[src/rtl/instr_encoder_loader.sv]
// instr_encoder_loader: encodes symbolic RV32I instruction fields (LW, SW,
// ADD, SUB, AND, OR) into 32-bit words and writes them one after another
// into an instruction memory, acting as a program loader for benches and
// boot logic.
// Optional feature macro: ENC_NOP_PAD_EN. When defined, finishing a program
// fills the rest of instruction memory with NOPs (ADD x0,x0,x0).
module instr_encoder_loader #(
   parameter int DEPTH  = 64,
   parameter int ADDR_W = 8
) (
   input  logic                     clk,
   input  logic                     rst_n,
   input  logic                     in_valid,
   output logic                     in_ready,
   input  logic [2:0]               op,
   input  logic [4:0]               rd,
   input  logic [4:0]               rs1,
   input  logic [4:0]               rs2,
   input  logic [11:0]              imm,
   input  logic                     clear,
   input  logic                     finish,
   output logic                     im_we,
   output logic [ADDR_W-1:0]        im_addr,
   output logic [31:0]              im_wdata,
   output logic [$clog2(DEPTH):0]   count,
   output logic                     full,
   output logic                     done,
   output logic                     err_illegal
);

   localparam int          CW       = $clog2(DEPTH) + 1;
   localparam logic [31:0] NOP_WORD = 32'h0000_0033;

`ifdef ENC_NOP_PAD_EN
   typedef enum logic [1:0] {ST_LOAD = 2'd0, ST_PAD = 2'd1, ST_DONE = 2'd2} state_t;
`else
   typedef enum logic [1:0] {ST_LOAD = 2'd0, ST_DONE = 2'd2} state_t;
`endif

   state_t              state;
   state_t              state_next;
   logic                accept;
   logic                legal;
   logic                wr_en;
   logic [31:0]         wr_data;
   logic [ADDR_W-1:0]   wr_addr;

   // Builds the RV32I word for one symbolic instruction; illegal ops give 0.
   function automatic logic [31:0] encode(input logic [2:0]  f_op,
                                          input logic [4:0]  f_rd,
                                          input logic [4:0]  f_rs1,
                                          input logic [4:0]  f_rs2,
                                          input logic [11:0] f_imm);
      logic [31:0] word;
      case (f_op)
         3'b000:  word = {f_imm, f_rs1, 3'b010, f_rd, 7'b0000011};
         3'b001:  word = {f_imm[11:5], f_rs2, f_rs1, 3'b010, f_imm[4:0], 7'b0100011};
         3'b010:  word = {7'b0000000, f_rs2, f_rs1, 3'b000, f_rd, 7'b0110011};
         3'b011:  word = {7'b0100000, f_rs2, f_rs1, 3'b000, f_rd, 7'b0110011};
         3'b100:  word = {7'b0000000, f_rs2, f_rs1, 3'b111, f_rd, 7'b0110011};
         3'b101:  word = {7'b0000000, f_rs2, f_rs1, 3'b110, f_rd, 7'b0110011};
         default: word = 32'h0000_0000;
      endcase
      return word;
   endfunction

   // The write pointer is the word count itself: both restart together and
   // advance together, and nothing wraps.
   assign full     = (count == CW'(DEPTH));
   assign done     = (state == ST_DONE);
   assign in_ready = (state == ST_LOAD) && !full && !clear;
   assign accept   = in_valid && in_ready;
   assign legal    = (op[2:1] != 2'b11);
   assign wr_addr  = ADDR_W'(count) << 2;

   // State register.
   always_ff @(posedge clk) begin
      // NOTE: state is updated with non-blocking assignments so every flop
      // samples pre-edge values; blocking '=' here would create order-
      // dependent races between always_ff blocks.
      if (!rst_n) state <= ST_LOAD;
      else        state <= state_next;
   end

   // Next-state and write-request decode.
   always_comb begin
      // NOTE: every output of this block gets a default first, so no path
      // leaves a signal unassigned and no latch is inferred.
      state_next = state;
      wr_en      = 1'b0;
      wr_data    = encode(op, rd, rs1, rs2, imm);
      case (state)
         ST_LOAD: begin
            wr_en = accept && legal;
            if (finish) begin
`ifdef ENC_NOP_PAD_EN
               state_next = full ? ST_DONE : ST_PAD;
`else
               state_next = ST_DONE;
`endif
            end
         end
`ifdef ENC_NOP_PAD_EN
         ST_PAD: begin
            if (full) begin
               state_next = ST_DONE;
            end else begin
               wr_en   = 1'b1;
               wr_data = NOP_WORD;
               if (count == CW'(DEPTH - 1)) state_next = ST_DONE;
            end
         end
`endif
         ST_DONE: state_next = ST_DONE;
         default: state_next = ST_LOAD;
      endcase
      // clear overrides everything: pending fields and finish are dropped.
      if (clear) begin
         state_next = ST_LOAD;
         wr_en      = 1'b0;
      end
   end

   // Write port, word count and sticky illegal-op flag.
   always_ff @(posedge clk) begin
      if (!rst_n || clear) begin
         im_we       <= 1'b0;
         im_addr     <= '0;
         im_wdata    <= '0;
         count       <= '0;
         err_illegal <= 1'b0;
      end else begin
         im_we <= wr_en;
         if (wr_en) begin
            im_addr  <= wr_addr;
            im_wdata <= wr_data;
            count    <= count + CW'(1);
         end
         if (accept && !legal) err_illegal <= 1'b1;
      end
   end

endmodule

[config.mk]
export PLATFORM = sky130hd
export DESIGN_NAME = instr_encoder_loader
export DESIGN_NICKNAME = d
export VERILOG_FILES = /design/src/rtl/instr_encoder_loader.sv
export SDC_FILE = /design/constraint.sdc
export NUM_CORES = 1
export LEC_CHECK = 0
export ABC_AREA = 1
export CAP_MARGIN = 20
export CORE_UTILIZATION = 35
export DETAILED_ROUTE_END_ITERATION = 16
export GPL_TIMING_DRIVEN = 1
export PLACE_DENSITY = 0.72
export SLEW_MARGIN = 20
export SYNTH_ARGS = -nofsm -noshare
export SYNTH_HDL_FRONTEND = slang
export SYNTH_SLANG_ARGS = --single-unit
export TNS_END_PERCENT = 30
[constraint.sdc]
create_clock -name clk -period 3.4 [get_ports clk]
set_input_delay 0.68 -clock clk [delete_from_list [all_inputs] [get_ports clk]]
set_output_delay 0.68 -clock clk [all_outputs]
set_load 0.02 [all_outputs]
* After elaboration in Yosys (flattened, before gate mapping)
Index checks and enable logic that the tools add are counted.
** Storage, ports and cells
- Word-level logic and storage cells :: 35
- Output and inout bits :: 52
- Register bits after elaboration :: 49
- Input bits :: 35
** Cells by class
- Equal/unequal tests :: 9
- Bitwise gates (word level) :: 1
- Reduce and logical (&&, ||, !) cells :: 13
- $add $sub $neg :: 1
- Mux-type cells :: 5
** Operator list (number)
- case mux 32 bit (6 select lines) :: 1
- adder 7 x 1 -> 7 bit, second input constant :: 1
- equality test 7 bit, second input constant :: 1
- equality test 3 x 2 -> 1 bit, second input constant :: 2
- equality test 3 bit, second input constant :: 2
- logical AND 1 bit :: 5
- logical NOT 1 bit :: 4
- inequality test 2 bit, second input constant :: 2
- case mux 2 bit (2 select lines) :: 1
- equality test 3 x 1 -> 1 bit, second input constant :: 1
- logical NOT 3 bit :: 1
- equality test 2 bit, second input constant :: 1
- logical NOT 2 bit :: 1
- 2-to-1 mux 1 bit :: 2
- 2-to-1 mux 2 bit :: 1
- OR reduction 2 bit :: 1
- logical OR 1 bit :: 1
- inverter 1 bit :: 1

* Depth between registers and ports, before layout
- Depth in word-level cells :: 8
- Mapped depth :: 10
- Depth with buffers taken out :: 10

* Least setup slack after synthesis
Ideal clock, no wire load.
- Kind :: register to output
- Start point :: register count[0]
- End point :: output in_ready
- Required time :: 2.720 ns
- Path slack :: 1.179 ns
- Path buffers :: 0
- Arrival :: 1.541 ns
- Cell stages (with the launch flop) :: 8
- Cell sequence :: dfxtp_1 -> inv_1 -> ha_1 -> inv_1 -> nor2_1 -> nand3_2 -> inv_1 -> nor3_1
** Between the ends
- Cells in the longest elaborated chain, start to end :: 4
** Ends and longest elaborated chain
- from (decl) :: line 25 : output logic [$clog2(DEPTH):0] count,
- from (signal assigned) :: line 137 : count <= count + CW'(1);
- equality test 7 bit :: line 69 : assign full = (count == CW'(DEPTH));
- net full :: line 26 : output logic full,
- logical NOT 1 bit :: line 71 : assign in_ready = (state == ST_LOAD) && !full && !clear;
- logical AND 1 bit (2 in series) :: line 71
- to (decl) :: line 14 : output logic in_ready,
The timed path passes the listed nets, and every way through them passes these cells.

* Worst setup path in the final report
- Start point :: register count[0]
- End point :: output in_ready
** Between the ends
- Cells in the longest elaborated chain, start to end :: 4
** Ends and longest elaborated chain (line)
- equality test 7 bit :: 69
- logical NOT 1 bit :: 71
- logical AND 1 bit (2 in series) :: 71
Every way passes these cells.

==> flow_summary.ini <==
[clock_tree]
worstSkewPairLatency_ps = 290
cts_tree = done
cts_sinks = 44
postCtsHoldBufs = 0
ctsResizeCount = 0
clk_pin_slew_ps = 80
cts_buffers = 5
postCtsSetupBuffers = 0
cts.htree.levels = 2
cts_buffer_depth = 2
root_buffer = clkbuf_8

[setup_path]
worstSetupPathType = reg -> out
cp_max_fo = 6
cp.arrival_ps = 2060
cp_slowest_cell = clkdlybuf4s50_1
cp_common_cell = inv_1
critical_path.startpoint_type = flop
ff2ff_setup_slack_ps = 1580
worst_ep_required_time_ps = 2720
crit_chain = inv_1 > ha_1 > inv_1 > nor2_1 > nand3_2 > inv_1 > nor3_1 > clkdlybuf4s50_1
slowest_delay_ps = 630
end_kind = output port

[yosys]
synth_most_common_cell = nand2_1
synthMuxAreaShare_pct = 0
synth_top_family_by_area = simple AND/OR/NAND/NOR gates
synth_ff_type = dfxtp_1
yosys.area_share.simple_pct = 33.79
synth_top_area_share_pct = 40.18
synthTopCellsByCount = 122 x nand2_1, 50 x nor2_1, 44 x dfxtp_1, 40 x inv_1, 34 x a21oi_1
yosys.area.top_type = dfxtp_1
synth_edf_count = 0
yosysSeqAreaShare_pct = 40.18
synth_area_sq_um = 2192
synth_cells = 334
synthXorXnorAreaFrac_pct = 1.199
yosysUniqueCellTypes = 24
postSynthAreaPerCell_sq_um = 6.563
yosysWarnings = 0
synthAdderAreaFrac_pct = 3.425
synthArstFlopShare_pct = 0
ys_ff_latch = 44
synth-compound-area-share_pct = 8.447
synth.area.top_cells = dfxtp_1 40%, nand2_1 21%, nor2_1 8.6%

[die]
fp.coreArea_sq_um = 5991
dieArea_sq_um = 6584
pin_count = 87
die_y_um = 81.14
rows = 28
start_util_pct = 36.59
fp.dieW_um = 81.14

[placed_design]
dp_hpwl_mm = 3.800
place.gp.congestion = 0.7780
port_buffers = 81

[route]
drc = 0
vias = 2135
drtIter0Drc = 65
wl_per_cell_um = 10.97
routed_wirelength_mm = 5.343
ant_nets = 0
via_per_inst = 4.384
firstDrtPassIters = 4

[power]
p_per_area_nw_per_um2 = 340.6
p_leak_nw = 1.412
vdd_drop_max_uv = 205.6

[timing]
timing.final.crit_share_pct = 80.53
hold_viol = 0
rsz0062_at_grt = false
min_period_ps = 2738
fmax_mhz = 365.2
setup_viol = 0
slew_violations = 0
finalClockSkew_ps = 6.336
final.setup.tns_ps = 0

[global_route]
grt_antenna_before_repair = 0
grt_max_degree = 36
grt_pass1_wl_mm = 8.397
grt_use_total_pct = 16.47
grt_pass1_vias = 1832
gr-total-overflow = 0

[min_path]
hold_class = reg -> reg

[cells_and_area]
antennaDiodeCount = 0
nNetsFinal = 452
layout-drive-gt1-share_pct = 3.641
fin_util_pct = 51.71
area_growth_pct = 41.32

[status]
run_status = completed

[job]
maxCapViolCount = 0
==> registers in the layout, summed over array words and instances, names as in the netlist <==
register,cells
count,7
err_illegal,1
im_addr,6
im_wdata,28
im_we,1
state,1
==> path summary, 6_finish.rpt <==
path	depth (start not counted)	startpoint	to
min reg2reg	2	im_wdata[4]	im_wdata[4]
max reg2reg	9	count[0]	count[1]
min	2	im_wdata[4]	im_wdata[4]
max	8	count[0]	in_ready
==> power breakdown <==
group          switching (mW)  leakage (nW)  internal [mW]
registers             0.00745         0.357          0.528
logic                   0.101          1.01         0.0852
clock network           0.168        0.0455          0.166
==> worst max-delay path: cells and delay by family (launching register included) <==
kind	cells	cell delay (ps)
fa+ha+maj	1	200
simple gates	3	300
buf+inv	4	830
flops	1	440
==> area by class of cell <==
| class | instances | area, sq um |
|---|---|---|
| Inverter | 41 | 153.9 |
| Timing Repair Buffer | 84 | 833.3 |
| Multi-Input combinational cell | 235 | 1046 |
| Sequential cell | 44 | 880.8 |
| Clock buffer | 8 | 90.09 |
| Fill cell | 599 | 2893 |
| Tap cell | 75 | 93.84 |
==> per-stage QoR <==
step	hold slack [ps]	total power, mW	area, sq um	setup WS [ps]	std cells
after CTS	467.7	1.073	3098	652.8	487
final	465.9	1.055	3098	662.0	487
after floorplan	539.1	0.6531	2207	1179	338
after global placement	451.8	0.7315	3008	779.8	479
after detailed placement	456.3	0.7337	3008	675.5	479
after global routing	488.0	1.111	3098	491.0	487
==> cells in the final DEF, fill, tap and decap left out, types with 2 or more instances in the layout <==
cell             instances
inv_1                   40
nand3_1                  2
ha_1                     6
o21a_1                   2
clkbuf_1                 2
nand3_2                  2
clkdlybuf4s50_1         81
conb_1                   5
nor3_1                   3
a21oi_1                 34
buf_4                    3
nor2_1                  50
dfxtp_1                 44
nand2_1                122
xor2_1                   2
clkbuf_8                 6
==> routing by layer <==
| layer | part of all wire (%) | track usage [%] | vias to the layer above |
|---|---|---|---|
| met4 | 0.36 | 3.750 | 0 |
| met2 | 45 | 27.39 | 57 |
| li1 | - | - | 1144 |
| met3 | 7.5 | 5.281 | 2 |
| met5 | 0 | 0 | - |
| met1 | 47 | 20.62 | 932 |
==> cells by family (layout without fill, tap and decap cells) <==
family / count (synthesis) / after routing
XOR/XNOR: 3 / 3
AO/OA/AOI/OAI: 36 / 36
buffers and inverters: 59 / 133
adder cells (fa/ha/maj): 6 / 6
AND/OR/NAND/NOR: 185 / 185
flip-flops: 44 / 44
other: 1 / 5
No activity file was read; power rests on OpenSTA's default activity.
